--- src/rtl/bvh_primitive_serializer_if.sv ---
// Handshake bundle for the BVH primitive serializer: record input channel and word output stream.
// master = the environment (record source and stream sink); slave = the serializer itself.
interface bvh_primitive_serializer_if #(
  parameter int FIXED_WIDTH = 32,
  parameter int COLOR_WIDTH = 8
);
  logic                     in_valid;
  logic                     in_ready;
  logic [FIXED_WIDTH-1:0]   in_min_x;
  logic [FIXED_WIDTH-1:0]   in_min_y;
  logic [FIXED_WIDTH-1:0]   in_min_z;
  logic [FIXED_WIDTH-1:0]   in_max_x;
  logic [FIXED_WIDTH-1:0]   in_max_y;
  logic [FIXED_WIDTH-1:0]   in_max_z;
  logic [3*COLOR_WIDTH-1:0] in_color;
  logic                     out_valid;
  logic                     out_ready;
  logic [FIXED_WIDTH-1:0]   out_data;
  logic [2:0]               out_index;
  logic                     out_last;

  modport master (
    output in_valid, in_min_x, in_min_y, in_min_z, in_max_x, in_max_y, in_max_z, in_color,
    output out_ready,
    input  in_ready, out_valid, out_data, out_index, out_last
  );

  modport slave (
    input  in_valid, in_min_x, in_min_y, in_min_z, in_max_x, in_max_y, in_max_z, in_color,
    input  out_ready,
    output in_ready, out_valid, out_data, out_index, out_last
  );
endinterface

--- src/rtl/bvh_primitive_serializer.sv ---
// Serializes one AABB primitive record into the primitive hex-dump word order.
// Optional macro SERIALIZER_CHECKSUM_EN appends an XOR checksum word at index 7.
module bvh_primitive_serializer #(
  parameter int FIXED_WIDTH = 32,
  parameter int COLOR_WIDTH = 8,
  parameter int COUNT_WIDTH = 16
) (
  input  logic                      clk,
  input  logic                      reset_n,
  bvh_primitive_serializer_if.slave bus,
  output logic [COUNT_WIDTH-1:0]    prim_count
);

`ifdef SERIALIZER_CHECKSUM_EN
  localparam logic [2:0] LAST_IDX = 3'd7;
`else
  localparam logic [2:0] LAST_IDX = 3'd6;
`endif

  if (3 * COLOR_WIDTH > FIXED_WIDTH) begin : g_width_check
    $error("bvh_primitive_serializer: 3*COLOR_WIDTH must not exceed FIXED_WIDTH");
  end

  typedef enum logic {
    IDLE,
    SEND
  } state_t;

  state_t                   state_q, state_d;
  logic [2:0]               idx_q, idx_d;
  logic [FIXED_WIDTH-1:0]   coord_q [6];
  logic [3*COLOR_WIDTH-1:0] color_q;
  logic                     capture;
  logic                     rec_done;
  logic [FIXED_WIDTH-1:0]   word;

`ifdef SERIALIZER_CHECKSUM_EN
  logic [FIXED_WIDTH-1:0] checksum;

  // Derived from the captured record, so it always equals the XOR of words 0..6 as emitted.
  always_comb begin
    checksum = FIXED_WIDTH'(color_q);
    for (int i = 0; i < 6; i++) begin
      checksum = checksum ^ coord_q[i];
    end
  end
`endif

  always_comb begin
    word = '0;
    case (idx_q)
      3'd0:    word = coord_q[0];
      3'd1:    word = coord_q[1];
      3'd2:    word = coord_q[2];
      3'd3:    word = coord_q[3];
      3'd4:    word = coord_q[4];
      3'd5:    word = coord_q[5];
      3'd6:    word = FIXED_WIDTH'(color_q);
`ifdef SERIALIZER_CHECKSUM_EN
      3'd7:    word = checksum;
`endif
      default: word = '0;
    endcase
  end

  // NOTE: every output of this combinational block gets a default first, so no path can infer a latch.
  always_comb begin
    state_d       = state_q;
    idx_d         = idx_q;
    capture       = 1'b0;
    rec_done      = 1'b0;
    bus.in_ready  = 1'b0;
    bus.out_valid = 1'b0;
    bus.out_data  = '0;
    bus.out_index = '0;
    bus.out_last  = 1'b0;
    case (state_q)
      IDLE: begin
        bus.in_ready = reset_n;
        if (bus.in_valid && reset_n) begin
          capture = 1'b1;
          idx_d   = '0;
          state_d = SEND;
        end
      end
      SEND: begin
        bus.out_valid = 1'b1;
        bus.out_data  = word;
        bus.out_index = idx_q;
        bus.out_last  = (idx_q == LAST_IDX);
        // A new record may only enter on the same edge that retires the last word.
        bus.in_ready  = (idx_q == LAST_IDX) && bus.out_ready;
        if (bus.out_ready) begin
          if (idx_q == LAST_IDX) begin
            rec_done = 1'b1;
            idx_d    = '0;
            if (bus.in_valid) begin
              capture = 1'b1;
            end else begin
              state_d = IDLE;
            end
          end else begin
            idx_d = idx_q + 3'd1;
          end
        end
      end
      default: state_d = IDLE;
    endcase
  end

  // NOTE: the captured record is reset as well, so a reset mid-record leaves no stale words behind.
  always_ff @(posedge clk or negedge reset_n) begin
    if (!reset_n) begin
      state_q    <= IDLE;
      idx_q      <= '0;
      color_q    <= '0;
      prim_count <= '0;
      for (int i = 0; i < 6; i++) begin
        coord_q[i] <= '0;
      end
    end else begin
      // NOTE: non-blocking assignments here, so every register updates from pre-edge values.
      state_q <= state_d;
      idx_q   <= idx_d;
      if (capture) begin
        coord_q[0] <= bus.in_min_x;
        coord_q[1] <= bus.in_min_y;
        coord_q[2] <= bus.in_min_z;
        coord_q[3] <= bus.in_max_x;
        coord_q[4] <= bus.in_max_y;
        coord_q[5] <= bus.in_max_z;
        color_q    <= bus.in_color;
      end
      if (rec_done) begin
        prim_count <= prim_count + 1'b1;
      end
    end
  end

endmodule

--- src/flat_wrapper.sv ---
// flat-port wrapper written by rule: the top's interface ports become plain ports
module bvh_primitive_serializer_flat 
#(
  parameter int FIXED_WIDTH = 32,
  parameter int COLOR_WIDTH = 8,
  parameter int COUNT_WIDTH = 16
)
  (clk, reset_n, prim_count, bus_in_valid, bus_in_min_x, bus_in_min_y, bus_in_min_z, bus_in_max_x, bus_in_max_y, bus_in_max_z, bus_in_color, bus_out_ready, bus_in_ready, bus_out_valid, bus_out_data, bus_out_index, bus_out_last);
  bvh_primitive_serializer_if #(.FIXED_WIDTH(FIXED_WIDTH), .COLOR_WIDTH(COLOR_WIDTH)) bus_i ();
  input  logic clk;
  input  logic reset_n;
  output logic [COUNT_WIDTH-1:0] prim_count;
  input wire logic [$bits(bus_i.in_valid)-1:0] bus_in_valid;
  input wire logic [$bits(bus_i.in_min_x)-1:0] bus_in_min_x;
  input wire logic [$bits(bus_i.in_min_y)-1:0] bus_in_min_y;
  input wire logic [$bits(bus_i.in_min_z)-1:0] bus_in_min_z;
  input wire logic [$bits(bus_i.in_max_x)-1:0] bus_in_max_x;
  input wire logic [$bits(bus_i.in_max_y)-1:0] bus_in_max_y;
  input wire logic [$bits(bus_i.in_max_z)-1:0] bus_in_max_z;
  input wire logic [$bits(bus_i.in_color)-1:0] bus_in_color;
  input wire logic [$bits(bus_i.out_ready)-1:0] bus_out_ready;
  output wire logic [$bits(bus_i.in_ready)-1:0] bus_in_ready;
  output wire logic [$bits(bus_i.out_valid)-1:0] bus_out_valid;
  output wire logic [$bits(bus_i.out_data)-1:0] bus_out_data;
  output wire logic [$bits(bus_i.out_index)-1:0] bus_out_index;
  output wire logic [$bits(bus_i.out_last)-1:0] bus_out_last;
  assign bus_i.in_valid = bus_in_valid;
  assign bus_i.in_min_x = bus_in_min_x;
  assign bus_i.in_min_y = bus_in_min_y;
  assign bus_i.in_min_z = bus_in_min_z;
  assign bus_i.in_max_x = bus_in_max_x;
  assign bus_i.in_max_y = bus_in_max_y;
  assign bus_i.in_max_z = bus_in_max_z;
  assign bus_i.in_color = bus_in_color;
  assign bus_i.out_ready = bus_out_ready;
  assign bus_in_ready = bus_i.in_ready;
  assign bus_out_valid = bus_i.out_valid;
  assign bus_out_data = bus_i.out_data;
  assign bus_out_index = bus_i.out_index;
  assign bus_out_last = bus_i.out_last;
  bvh_primitive_serializer #(.FIXED_WIDTH(FIXED_WIDTH), .COLOR_WIDTH(COLOR_WIDTH), .COUNT_WIDTH(COUNT_WIDTH)) u_core (.clk(clk), .reset_n(reset_n), .bus(bus_i), .prim_count(prim_count));
endmodule
--- config.mk ---
export PLATFORM = sky130hd
export DESIGN_NAME = bvh_primitive_serializer_flat
export DESIGN_NICKNAME = d
export VERILOG_FILES = /design/src/rtl/bvh_primitive_serializer_if.sv /design/src/rtl/bvh_primitive_serializer.sv /design/src/flat_wrapper.sv
export SDC_FILE = /design/constraint.sdc
export NUM_CORES = 1
export LEC_CHECK = 0
export ABC_AREA = 1
export BUFFER_PORTS_ARGS = -buffer_cell sky130_fd_sc_hd__buf_2
export CAP_MARGIN = 5
export CORE_AREA = 4 4 160 162
export DETAILED_ROUTE_END_ITERATION = 10
export DIE_AREA = 0 0 164 166
export GPL_ROUTABILITY_DRIVEN = 0
export PLACE_DENSITY = 0.73
export SLEW_MARGIN = 20
export SYNTH_ARGS = -nofsm -noshare
export SYNTH_HDL_FRONTEND = slang
export SYNTH_SLANG_ARGS = --single-unit
--- constraint.sdc ---
create_clock -name clk -period 3.5 [get_ports clk]
set_input_delay 1.05 -clock clk [delete_from_list [all_inputs] [get_ports clk]]
set_output_delay 1.05 -clock clk [all_outputs]
set_load 0.01 [all_outputs]
==> results of run 1 <==
==> repair_timing <==
action | CTS | global route
setup endpoints to repair | 18 | 32
gates resized for setup | 11 | 8
setup buffers | 0 | 5
endpoints found under the hold margin | 0 | 0
cloned | 1 | 0
pin swaps | 1 | 1
==> sequential cells by signal, indices dropped and copies added, names as in the netlist <==
register           count
u_core.idx_q           3
u_core.state_q         1
u_core.color_q        24
u_core.coord_q       192
u_core.prim_count     16
==> worst paths after layout <==
path / startpoint / endpoint / slack (ns)
setup / recovery: u_core.idx_q[0] / bus_out_data[18] / 0.10
hold / removal: reset_n / u_core.coord_q[107] / 0.32
setup reg to reg: u_core.idx_q[1] / u_core.coord_q[149] / 0.82
hold reg to reg: u_core.coord_q[150] / u_core.coord_q[150] / 0.47
max in group asynchronous: reset_n / u_core.idx_q[2] / 2.16
min in group clk: u_core.coord_q[150] / u_core.coord_q[150] / 0.47
==> critical path: cells and delay by family, from the launching register on <==
family,cells,cell delay (ns)
flops,1,0.40
simple gates,4,0.56
buf+inv,3,0.65
compound gates,1,0.20
==> cell families (layout without fill, tap and decap cells) <==
family	count (synthesis)	after routing	synth area share, %
flip-flops	236	236	50.4
other	0	1	0
AO/OA/AOI/OAI	31	31	1.34
AND/OR/NAND/NOR	1107	1108	40.9
adder cells (fa/ha/maj)	2	2	0.213
buffers and inverters	163	401	6.59
XOR/XNOR	8	8	0.598
==> cell usage after synthesis (2+ instances only) <==
cell and count:
ha_1 2, dfrtp_1 236, nand3_2 2, buf_1 11, nand3b_1 4, clkbuf_1 52
o21ai_0 6, inv_1 43, buf_2 37, buf_6 11, a21oi_1 24, xnor2_1 3
inv_2 2, xor2_1 5, buf_4 5, nand2_1 590, nor2_1 106, nor2_2 2
nand4_1 63, nand3_1 337
==> power by group <==
group          switching [mW]  internal (mW)  leakage [nW]
clock                    1.12           1.61         0.423
sequential              0.732           3.92          2.96
combinational            3.12           1.54          4.45
total                    4.97           7.07          7.83
==> cells in the final DEF, fill, tap and decap left out, drive strengths merged <==
master and count:
clkbuf 44, dfrtp 236, nand3b 4, diode 1, a21oi 24, clkinvlp 1, xor2 5, nand4 63
clkinv 3, xnor2 3, nand3 339, buf 306, a22oi 1, nor2 111, inv 47, o21ai 6
nand2 591, ha 2
==> per-stage QoR <==
step / hold slack, ns / util, % / cells
after global placement: 0.454 / 54.8 / 2055
after floorplan: 0.442 / - / 1547
after detailed placement: 0.459 / 54.8 / 2055
final: 0.320 / 58.8 / 2111
after global routing: 0.317 / 58.8 / 2111
after CTS: 0.311 / 58.5 / 2105
==> layout make-up <==
cell class / instances / share of cell area (%)
Clock inverter: 5 / 0.221
Sequential cell: 236 / 41.7
Timing Repair Buffer: 306 / 12.0
Multi-Input combinational cell: 1149 / 36.1
Tap cell: 324 / 2.86
Antenna cell: 1 / 0.0177
Inverter: 46 / 1.27
Clock buffer: 44 / 5.86
==> per-layer routing <==
| metal | part of all wire, % | vias up | GRT usage (%) |
|---|---|---|---|
| li1 | - | 5479 | - |
| met1 | 42 | 5493 | 40.1 |
| met2 | 47 | 491 | 43.8 |
| met3 | 7.6 | 90 | 3.90 |
| met4 | 3.8 | 2 | 9.48 |
| met5 | 0.033 | - | 0 |
==> out/metrics.cfg, run 1 <==
[sta]
tightest_slew_ns=0.881
hold_violations=0
post-route-period-util_pct=97.1
drv_slew=0
period_minus_slack_ns=3.40
rsz0062_at_grt=false
tns_ns=0
max_freq_ghz=0.294
clock_skew_ns=0.0122
relSlewSlack_pct=41.2
setup_viol=0
setup_ws_ns=0.102

[drt]
drc=0
first_pass_iters=6
ant_nets=0
vias=11600
via_per_inst=5.47
wire_per_inst_um=18.4
dr.first_iter.drc_count=1286
routed_wl_um=38900

[yosys]
synth_area_leaders=dfrtp_1, nand2_1, nand3_1
synthFlopType=dfrtp_1
yosysSeqAreaShare_pct=50.4
synth_cells=1547
synth_edf_count=0
ys_warn_count=0
synth_cell_types=26
syn_nets=1769
synth_top_area_cell=dfrtp_1
netlist_area_um2=11700
synthArstFlopShare_pct=100
avgSynthCellArea_um2=7.58
ys_ff_latch=236
yosysTopAreaCellShare_pct=50.4

[final_layout]
fill_cells=2308
regArea_um2=5910
fin_area_um2=14200
multi_input_area_um2=5110
areaGrowthSynthToFinish_pct=20.8
drive_gt1_share_pct=20.8
final_nets=1988

[clock_network]
cts_tree=built
cts_inserted_buffers=27
path_clk_slew_ns=0.06
ctsHoldBuffers=0
htree_levels=1
cts_root_buf=clkbuf_16
clock_latency_ns=0.54
cts_buffer_depth=3
clock-sinks=236

[grt]
grt_usage_pct=28.0
grt_pass1_wl_um=60600
grt_max_degree=125
antenna_found_initial=2
gr-total-overflow=0
first_global_vias=11000

[floorplan]
start_util_pct=48.6
dieArea_um2=27200
coreArea_um2=24100
pin_count=274
placementRows=57
die_w_um=164
die_h_um=166

[power]
power.total_mw=12.0
ir_drop_uv=432
p_per_area_nw_per_um2=850
leakage_nw=7.83

[worst_setup_path]
max_stage_delay_ns=0.40
crit_path_cell_trace=buf_4 > nor2_4 > buf_6 > nand3_1 > nand2_1 > nor2_2 > a21oi_1 > buf_2
endpoint_kind=output pin
crit_path_start_kind=register
critPathSlowestCell=dfrtp_1
cp.arrival_ns=2.35
worstPathRequired_ns=2.45
path_class=register to output pin
path_max_fanout=28
r2r_cells=10

[run]
cap_violations=0

[placed_design]
portBuffers=273
post-place-ws_ns=0.397
placed_area_um2=13200
hpwl_um=27000

[status]
outcome=completed

[worst_hold_path]
min_path_type=input pin to asynchronous set/reset pin

Note: power is estimated with default switching activity, not from simulation.
==> inputs of run 2 (changes only) <==
PLACE_DENSITY = 0.75   (was 0.73)
==> out/metrics.cfg, run 2 (synthesis results as in run 1) <==
[final_layout]
top_regs=u_core.coord_q x192, u_core.color_q x24, u_core.prim_count x16
final_nets=1984  ; -0.20%
largest_reg_flops=192  ; unchanged
areaGrowthSynthToFinish_pct=22.0
regArea_um2=5910  ; about the same
layout_common_cells=nand2_1, nand3_1, buf_2, dfrtp_1, nor2_1
fill_cells=2278  ; -1.3%
post-route-util_pct=59.4  ; +0.59 points
layout_commonest_cell=nand2_1
top_register=u_core.coord_q
multi_input_area_um2=5090  ; -0.44%
drive_gt1_share_pct=20.5  ; -0.29 points

[worst_setup_path]
rr_endpoint=u_core.coord_q[52]
crit_end=bus_out_data[1]
critPathBufInv=3  ; unchanged
crit_path_start_kind=register
endpoint_kind=output pin
path_max_fanout=19  ; -32%
max_stage_delay_ns=0.49  ; +0.09 ns
cp.depth=8  ; unchanged
cp.arrival_ns=2.38  ; +0.03 ns
reg2reg_from=u_core.idx_q[2]
critPathSlowestCell=dfrtp_4
regToRegSetupSlack_ns=0.80  ; -0.02 ns
crit_start=u_core.idx_q[2]
critical_path.top_delay_family=buffers and inverters
crit_path_cell_trace=inv_2 > ha_2 > buf_4 > nand2_1 > nand2_1 > nor2_1 > a21oi_1 > buf_2
path_class=register to output pin
worstPathRequired_ns=2.45  ; about the same
path_common_cell=nand2_1
r2r_cells=7  ; -3

[drt]
dr_wl_met3_um=3090  ; +3.9%
wire_per_inst_um=18.5  ; +0.34%
dr.first_iter.drc_count=1339  ; +4.1%
drc=0  ; unchanged
routed_wl_um=39100  ; +0.29%
via_per_inst=5.52  ; +0.78%
wl_met1_um=16100  ; -0.85%
ant_nets=0  ; unchanged
vias=11600  ; +0.74%
first_pass_iters=6  ; unchanged
dr_wl_met2_um=18300  ; +0.83%
dr.max_layer_used=met5

[floorplan]
dieArea_um2=27200  ; unchanged
pin_count=274  ; unchanged
start_util_pct=48.6  ; unchanged
die_w_um=164  ; unchanged
placementRows=57  ; unchanged
coreArea_um2=24100  ; unchanged
die_h_um=166  ; unchanged

[status]
outcome=completed

[power]
leakage_nw=7.89  ; +0.71%
p_per_area_nw_per_um2=871  ; +2.5%
ir_drop_uv=510  ; +18%
power.total_mw=12.5  ; +3.5%

[sta]
clock_skew_ns=0.00929  ; -0.00296 ns
rsz0062_at_grt=true
relSlewSlack_pct=39.6  ; -1.6 points
post-route-period-util_pct=98.1  ; +1.0 points
drv_slew=0  ; unchanged
tightest_slew_ns=0.905  ; +0.0242 ns
setup_viol=0  ; unchanged
max_freq_ghz=0.291  ; -1.1%
hold_violations=0  ; unchanged
period_minus_slack_ns=3.43  ; +0.0365 ns

[worst_hold_path]
min_path_type=input pin to asynchronous set/reset pin

[placed_design]
portBuffers=273  ; unchanged
hpwl_um=27200  ; +0.58%

[grt]
grt_max_degree=138  ; +10%
gr-total-overflow=0  ; unchanged
grt_pass1_wl_um=60700  ; +0.27%
grt_usage_pct=27.8  ; -0.15 points
antenna_found_initial=7  ; +5
first_global_vias=11200  ; +2.1%

[clock_network]
htree_levels=1  ; unchanged
cts_buffer_depth=3  ; unchanged
ctsHoldBuffers=0  ; unchanged
clock_latency_ns=0.52  ; -0.02 ns
path_clk_slew_ns=0.07  ; about the same
cts_root_buf=clkbuf_16
cts_inserted_buffers=26  ; -3.7%
cts_tree=built
clock-sinks=236  ; unchanged

[run]
cap_violations=0  ; unchanged

[run 2: cell count changes in the layout (fill, tap and decap cells not counted), sizes merged]
cell / change
clkinv: +1
diode: +3
bufinv: +6
buf: -4
clkbuf: -5
inv: -1
nor2: -1
[run 2: worst register-to-register path, stage by stage, from the launching register on]
cell and delay (ns):
dfrtp_4 0.42, clkbuf_8 0.53, nand3_2 0.33, nand2_4 0.18, buf_12 0.35, buf_4 0.48
nand3_1 0.22, nand2_1 0.11
[run 2: final cells by class]
type	instances	area share [%]
Multi-Input combinational cell	1148	35.6
Sequential cell	236	41.3
Timing Repair Buffer	304	12.1
Clock buffer	37	5.40
Antenna cell	4	0.0699
Tap cell	324	2.83
Inverter	46	1.24
Clock inverter	11	1.50
[run 2: where the power goes]
group | leakage [nW] | total, mW | switching [mW] | internal (mW)
Clock | 0.482 | 3.11 | 1.13 | 1.98
Sequential | 2.96 | 4.70 | 0.778 | 3.92
Combinational | 4.45 | 4.66 | 3.08 | 1.57
Total | 7.89 | 12.5 | 4.99 | 7.47
[run 2: how the worst min path moves through the flow]
stage / cells after the start / slack, ns / endpoint / start
after global placement: 2 / 0.46 / u_core.coord_q[168] / u_core.coord_q[168]
after detailed placement: 2 / 0.46 / u_core.coord_q[6] / u_core.coord_q[6]
after CTS: 1 / 0.34 / u_core.coord_q[174] / reset_n
after floorplan: 2 / 0.44 / u_core.coord_q[64] / u_core.coord_q[64]
after global routing: 1 / 0.34 / u_core.coord_q[173] / reset_n
final: 1 / 0.35 / u_core.prim_count[6] / reset_n
[run 2: metrics by stage]
step	setup slack (ns)	instances	hold slack, ns	cell area (um2)	TNS, ns
2_1_floorplan	0.541	1547	0.442	11700	0
3_3_place_gp	0.333	2054	0.455	13200	0
3_5_place_dp	0.279	2054	0.458	13200	0
4_1_cts	0.0205	2104	0.340	14200	0
5_1_grt	-0.0187	2110	0.344	14300	-0.0259
6_report	0.0652	2110	0.355	14300	0
[run 2: repair_timing]
item,4_1_cts,5_1_grt
setup endpoints to repair,32,31
setup buffers,2,1
pin swaps,1,1
resized for setup,7,9
cloned,0,1
[run 2: metal layers]
layer	GRT usage, %	up-vias
met5	0	-
met4	10.1	6
met3	4.29	77
met2	43.4	599
met1	39.6	5465
li1	-	5493
